$ cat config.mk
export PLATFORM = sky130hd
export DESIGN_NAME = return_stack
export DESIGN_NICKNAME = d
export VERILOG_FILES = /design/src/rtl/rails_pkg.sv /design/src/rtl/return_stack_lifo_store.sv /design/src/rtl/return_stack.sv
export SDC_FILE = /design/constraint.sdc
export NUM_CORES = 1
export LEC_CHECK = 0
export ABC_AREA = 1
export ABC_CLOCK_PERIOD_IN_PS = 2150
export CAP_MARGIN = 0
export CORE_ASPECT_RATIO = 0.9
export CORE_MARGIN = 10
export CORE_UTILIZATION = 45
export CTS_BUF_LIST = sky130_fd_sc_hd__clkbuf_16
export DETAILED_ROUTE_END_ITERATION = 16
export DONT_BUFFER_PORTS = 1
export SLEW_MARGIN = 10
export SYNTH_ARGS = -nofsm -noshare
export SYNTH_HDL_FRONTEND = slang
export SYNTH_SLANG_ARGS = --single-unit
$ cat constraint.sdc
create_clock -name clk -period 2.15 [get_ports clk]
set_input_delay 0.3225 -clock clk [delete_from_list [all_inputs] [get_ports clk]]
set_output_delay 0.3225 -clock clk [all_outputs]
set_load 0.005 [all_outputs]
$ cat src/rtl/rails_pkg.sv
// Shared types and defaults for the PC redirect rail: fault causes, controller states, address width.
`default_nettype none

package rails_pkg;

  localparam int RAILS_ADDR_W = 8;

  typedef enum logic [1:0] {
    FAULT_NONE      = 2'd0,
    FAULT_OVERFLOW  = 2'd1,
    FAULT_UNDERFLOW = 2'd2,
    FAULT_CONFLICT  = 2'd3
  } fault_e;

  typedef enum logic {
    ST_RUN   = 1'b0,
    ST_FAULT = 1'b1
  } rs_state_e;

endpackage

`default_nettype wire

$ cat src/rtl/return_stack_lifo_store.sv
// Return-address register array: one write port at the current level, combinational top-of-stack read.
`default_nettype none

module lifo_store #(
  parameter int ADDR_W = 8,
  parameter int DEPTH  = 8,
  parameter int LW     = $clog2(DEPTH + 1)
) (
  input  logic              clk,
  input  logic              async_rst_n,
  input  logic              i_we,
  input  logic [LW-1:0]     i_level,
  input  logic [ADDR_W-1:0] i_wdata,
  output logic [ADDR_W-1:0] o_rdata
);

  logic [ADDR_W-1:0] r_mem [DEPTH];
  logic [LW-1:0]     w_rd_idx;

  assign w_rd_idx = i_level - LW'(1);

  always_ff @(posedge clk or negedge async_rst_n) begin
    if (!async_rst_n) begin
      for (int i = 0; i < DEPTH; i++) begin
        r_mem[i] <= '0;
      end
    end else if (i_we) begin
      for (int i = 0; i < DEPTH; i++) begin
        if (i_level == LW'(i)) begin
          r_mem[i] <= i_wdata;
        end
      end
    end
  end

  // Decoded read so an empty stack (index wraps to all-ones) yields zero instead of an out-of-range access.
  always_comb begin
    o_rdata = '0;
    for (int i = 0; i < DEPTH; i++) begin
      if (w_rd_idx == LW'(i)) begin
        o_rdata = r_mem[i];
      end
    end
  end

endmodule

`default_nettype wire

$ cat src/rtl/return_stack.sv
// Call/return controller: zero-latency PC redirect for jump/call/return, LIFO of return addresses, fault FSM.
`default_nettype none

module return_stack
  import rails_pkg::*;
#(
  parameter int ADDR_W = RAILS_ADDR_W,
  parameter int DEPTH  = 8
) (
  input  logic                         clk,
  input  logic                         async_rst_n,
  input  logic                         clk_en,
  input  logic                         flush,
  input  logic [ADDR_W-1:0]            pc_in,
  input  logic                         jump_en,
  input  logic                         call_en,
  input  logic                         ret_en,
  input  logic [ADDR_W-1:0]            target,
  input  logic                         fault_clr,
  output logic [ADDR_W-1:0]            overwrite_data,
  output logic                         overwrite_en,
  output logic [$clog2(DEPTH+1)-1:0]   level,
  output logic                         full,
  output logic                         empty,
  output logic                         fault,
  output logic [1:0]                   fault_cause
);

  localparam int LW = $clog2(DEPTH + 1);
  localparam logic [LW-1:0] c_DEPTH = LW'(DEPTH);

  rs_state_e         r_state, w_state_n;
  fault_e            r_cause, w_cause_n;
  logic [LW-1:0]     r_level, w_level_n;
  logic              w_push;
  logic              w_full, w_empty;
  logic [1:0]        w_req_cnt;
  logic              w_conflict;
  logic              w_active;
  logic [ADDR_W-1:0] w_top;

  assign w_full     = (r_level == c_DEPTH);
  assign w_empty    = (r_level == '0);
  assign w_req_cnt  = {1'b0, jump_en} + {1'b0, call_en} + {1'b0, ret_en};
  assign w_conflict = (w_req_cnt > 2'd1);
  // Reset is folded in so the strobe drops the instant reset asserts, not at the next edge.
  assign w_active   = async_rst_n && clk_en && !flush && (r_state == ST_RUN);

  lifo_store #(
    .ADDR_W (ADDR_W),
    .DEPTH  (DEPTH),
    .LW     (LW)
  ) u_store (
    .clk         (clk),
    .async_rst_n (async_rst_n),
    .i_we        (w_push),
    .i_level     (r_level),
    .i_wdata     (pc_in + ADDR_W'(1)),
    .o_rdata     (w_top)
  );

  always_ff @(posedge clk or negedge async_rst_n) begin
    if (!async_rst_n) begin
      r_state <= ST_RUN;
      r_cause <= FAULT_NONE;
      r_level <= '0;
    end else begin
      r_state <= w_state_n;
      r_cause <= w_cause_n;
      r_level <= w_level_n;
    end
  end

  always_comb begin
    w_state_n = r_state;
    w_cause_n = r_cause;
    w_level_n = r_level;
    w_push    = 1'b0;
    if (clk_en && flush) begin
      w_level_n = '0;
    end
    case (r_state)
      ST_RUN: begin
        if (clk_en && !flush) begin
          if (w_conflict) begin
            w_state_n = ST_FAULT;
            w_cause_n = FAULT_CONFLICT;
          end else if (call_en) begin
            if (w_full) begin
              w_state_n = ST_FAULT;
              w_cause_n = FAULT_OVERFLOW;
            end else begin
              w_push    = 1'b1;
              w_level_n = r_level + LW'(1);
            end
          end else if (ret_en) begin
            if (w_empty) begin
              w_state_n = ST_FAULT;
              w_cause_n = FAULT_UNDERFLOW;
            end else begin
              w_level_n = r_level - LW'(1);
            end
          end
        end
      end
      ST_FAULT: begin
        if (fault_clr) begin
          w_state_n = ST_RUN;
          w_cause_n = FAULT_NONE;
        end
      end
      default: begin
        w_state_n = ST_RUN;
        w_cause_n = FAULT_NONE;
      end
    endcase
  end

  always_comb begin
    overwrite_en   = 1'b0;
    overwrite_data = '0;
    if (w_active && !w_conflict) begin
      if (jump_en) begin
        overwrite_en   = 1'b1;
        overwrite_data = target;
      end else if (call_en && !w_full) begin
        overwrite_en   = 1'b1;
        overwrite_data = target;
      end else if (ret_en && !w_empty) begin
        overwrite_en   = 1'b1;
        overwrite_data = w_top;
      end
    end
  end

  assign level       = r_level;
  assign full        = w_full;
  assign empty       = w_empty;
  assign fault       = (r_state == ST_FAULT);
  assign fault_cause = r_cause;

endmodule

`default_nettype wire

==> metrics.cfg <==
[clock_tree]
clock_path_buffers=2
tritoncts=yes
worstSkewPairLatency_ns=0.34
clkSinkCount=71
h-tree-depth=3
root_buffer=clkbuf_16
numCtsBuffers=9
clk_pin_slew_worst_paths_ns=0.06

[critical_path]
crit_family=simple AND/OR/NAND/NOR gates
cp-end-kind=output port
worstPathCellList=inv_2, ha_4, nor2_2, nor2_4, nand2_4, nor2_4, nand2_2, nand3_2, nand3_2, nand3_2, nand2_2, nand2_1, nand2_1, a21oi_2
slowest_stage=dfrtp_2
cp.buffers_inverters=1
cp_common_cell=nand3_2
cp_max_fo=6
max_stage_delay_ns=0.41
crit_type=reg -> out
crit_required_ns=1.83
crit_arrival_ns=2.35
start_kind=register

[timing]
setup_ws_ns=-0.5193
hold_viol=0
tightest_slew_ns=0.4436
max_freq_mhz=374.6
tns_ns=-3.998
period_share=1.242
fin_skew_ns=0.005395
setup_viol=8
period_minus_slack_ns=2.669
rsz0062_at_grt=true
slew_headroom=0.7036
slew_violations=0

[layout]
nNetsFinal=604
n_antenna_cell=0
stdcell_count=697
final_util=0.5952
syn_to_final_growth_pct=27.92
drive_above_1_share=0.2699

[yosys]
synth_top_area_share=0.4415
synthesis.area_um2=4024
synth_top_area_cell=dfrtp_1
async_flop_share=1.000
synth_seq_cells=71
synth_flop_cell=dfrtp_1
yosys-top-cells-count=nand2_1, o21ai_0, dfrtp_1
syn_area_per_cell_um2=7.679
ys_seq_area_frac=0.4415
synth_cell_types=32
synth_edf_count=0
yosys_warnings=0
netlist_instances=524
synthTopCellsByArea=dfrtp_1, nand2_1, o21ai_0, nand3_1, inv_1
syn_nets=555
synth.most_common_cell=nand2_1

[route]
drtAntennaViolNets=0
wl_per_cell_um=16.31
finalWirelength_um=11370
route.detailed.drc=0
drt_first_pass_iters=5
vias=3634
via_per_inst=5.214
initialDrtViolationCount=343

[pwr]
peakVddDrop_mv=0.6543
leakage_uw=0.002531
p_per_area_nw_per_um2=1152
p_total_uw=5928

[hold_path]
min_path_type=in -> reg

[floorplanning]
io-pin-count=42
core_area_um2=8648
num_rows=32
initial_core_util=0.4653
die_w_um=119.7
fp.dieH_um=109.7
dieArea_um2=13130

[placement]
dp_worst_setup_slack_ns=-0.1670
dpl.hpwl_um=7836
dp_cells=669
port_buffers=0
gp_congestion=0.8477

[global_routing]
grt_max_degree=72
grt_pass1_vias=3573
grt_pass1_wl_um=18470
track_usage=0.1762
antenna_found_initial=0
grt_overflow=0

[run]
drv_cap=0

[status]
status=complete, but fails checks
violations=setup timing

## stage by stage
step	cell area, um^2	hold WS (ns)
floorplan	4039	0.02691
global placement	4466	0.03075
detailed placement	4466	0.03049
CTS	5014	0.05178
global route	5147	0.04946
finish	5147	0.05979
## kinds of logic (layout without fill, tap and decap cells)
| kind of cell | after synthesis | after routing | synth area share |
|---|---|---|---|
| AOI/OAI and AO/OA | 107 | 107 | 0.1477 |
| xor gates and xnor gates | 7 | 7 | 0.01524 |
| adders and majority gates | 7 | 7 | 0.02177 |
| buffers and inverters | 80 | 133 | 0.08768 |
| DFF | 71 | 71 | 0.4415 |
| and+or+nand+nor | 252 | 253 | 0.2861 |
## metal layers
metal,wire length (um),track usage,vias up
li1,-,-,1793
met3,853,0.05587,16
met5,0,0,-
met2,5145,0.2735,102
met1,5183,0.2310,1723
met4,185,0.05422,0
## area by class of cell
class | instances | area [um^2]
clock inverters | 7 | 80.08
inverters | 64 | 247.7
multi-input cells | 374 | 2123
repair buffers | 53 | 543.0
well taps | 119 | 148.9
fillers | 808 | 3501
flip-flops and latches | 71 | 1779
clock buffers | 9 | 225.2
## power by group
part	leakage, uW	internal, uW	switching (uW)
logic	0.00142	1170	1380
clock network	0.000150	914	623
registers	0.000966	1630	215
## final timing paths
check	endpoint	from	slack (ns)	cells after the start
max in group asynchronous	u_store.r_mem[8]	async_rst_n	1.31	2
hold reg to reg	u_store.r_mem[2]	u_store.r_mem[2]	0.48	2
setup / recovery	overwrite_data[1]	level[0]	-0.52	14
min in group asynchronous	u_store.r_mem[51]	async_rst_n	0.52	2
setup reg to reg	u_store.r_mem[62]	level[0]	0.14	11
hold / removal	u_store.r_mem[16]	pc_in[0]	0.06	1
## cell usage in the layout (no fill, tap or decap), drive strengths merged, types with 2 or more instances in the layout
cell,instances
a21oi,12
buf,52
clkbuf,9
clkinv,3
dfrtp,71
ha,7
inv,67
nand2,161
nand3,54
nand4,5
nor2,22
o21ai,91
o221ai,2
or2,10
xnor2,4
xor2,3
## state kept, by name, indices dropped and copies added (netlist names)
register,flops
fault_cause,2
level,4
u_store.r_mem,64
fault,1
## repair_timing
action | in CTS | in global routing
endpoints found under the setup margin | 9 | 30
resized for setup | 31 | 31
hold buffers | 2 | 0
endpoints found under the hold margin | 71 | 0
cloned | 2 | 0
setup buffers | 6 | 3
pin swaps | 20 | 26
## worst register-to-register path: stages (launching register included)
cell     delay (ns)
dfrtp_2        0.41
inv_2          0.08
ha_4           0.16
inv_4          0.04
nor2_4         0.14
buf_6          0.13
inv_6          0.04
o21ai_2        0.14
buf_4          0.16
nor2_4         0.05
nand2_1        0.34
o21ai_0        0.19
No activity file was read; power rests on OpenSTA's default activity.
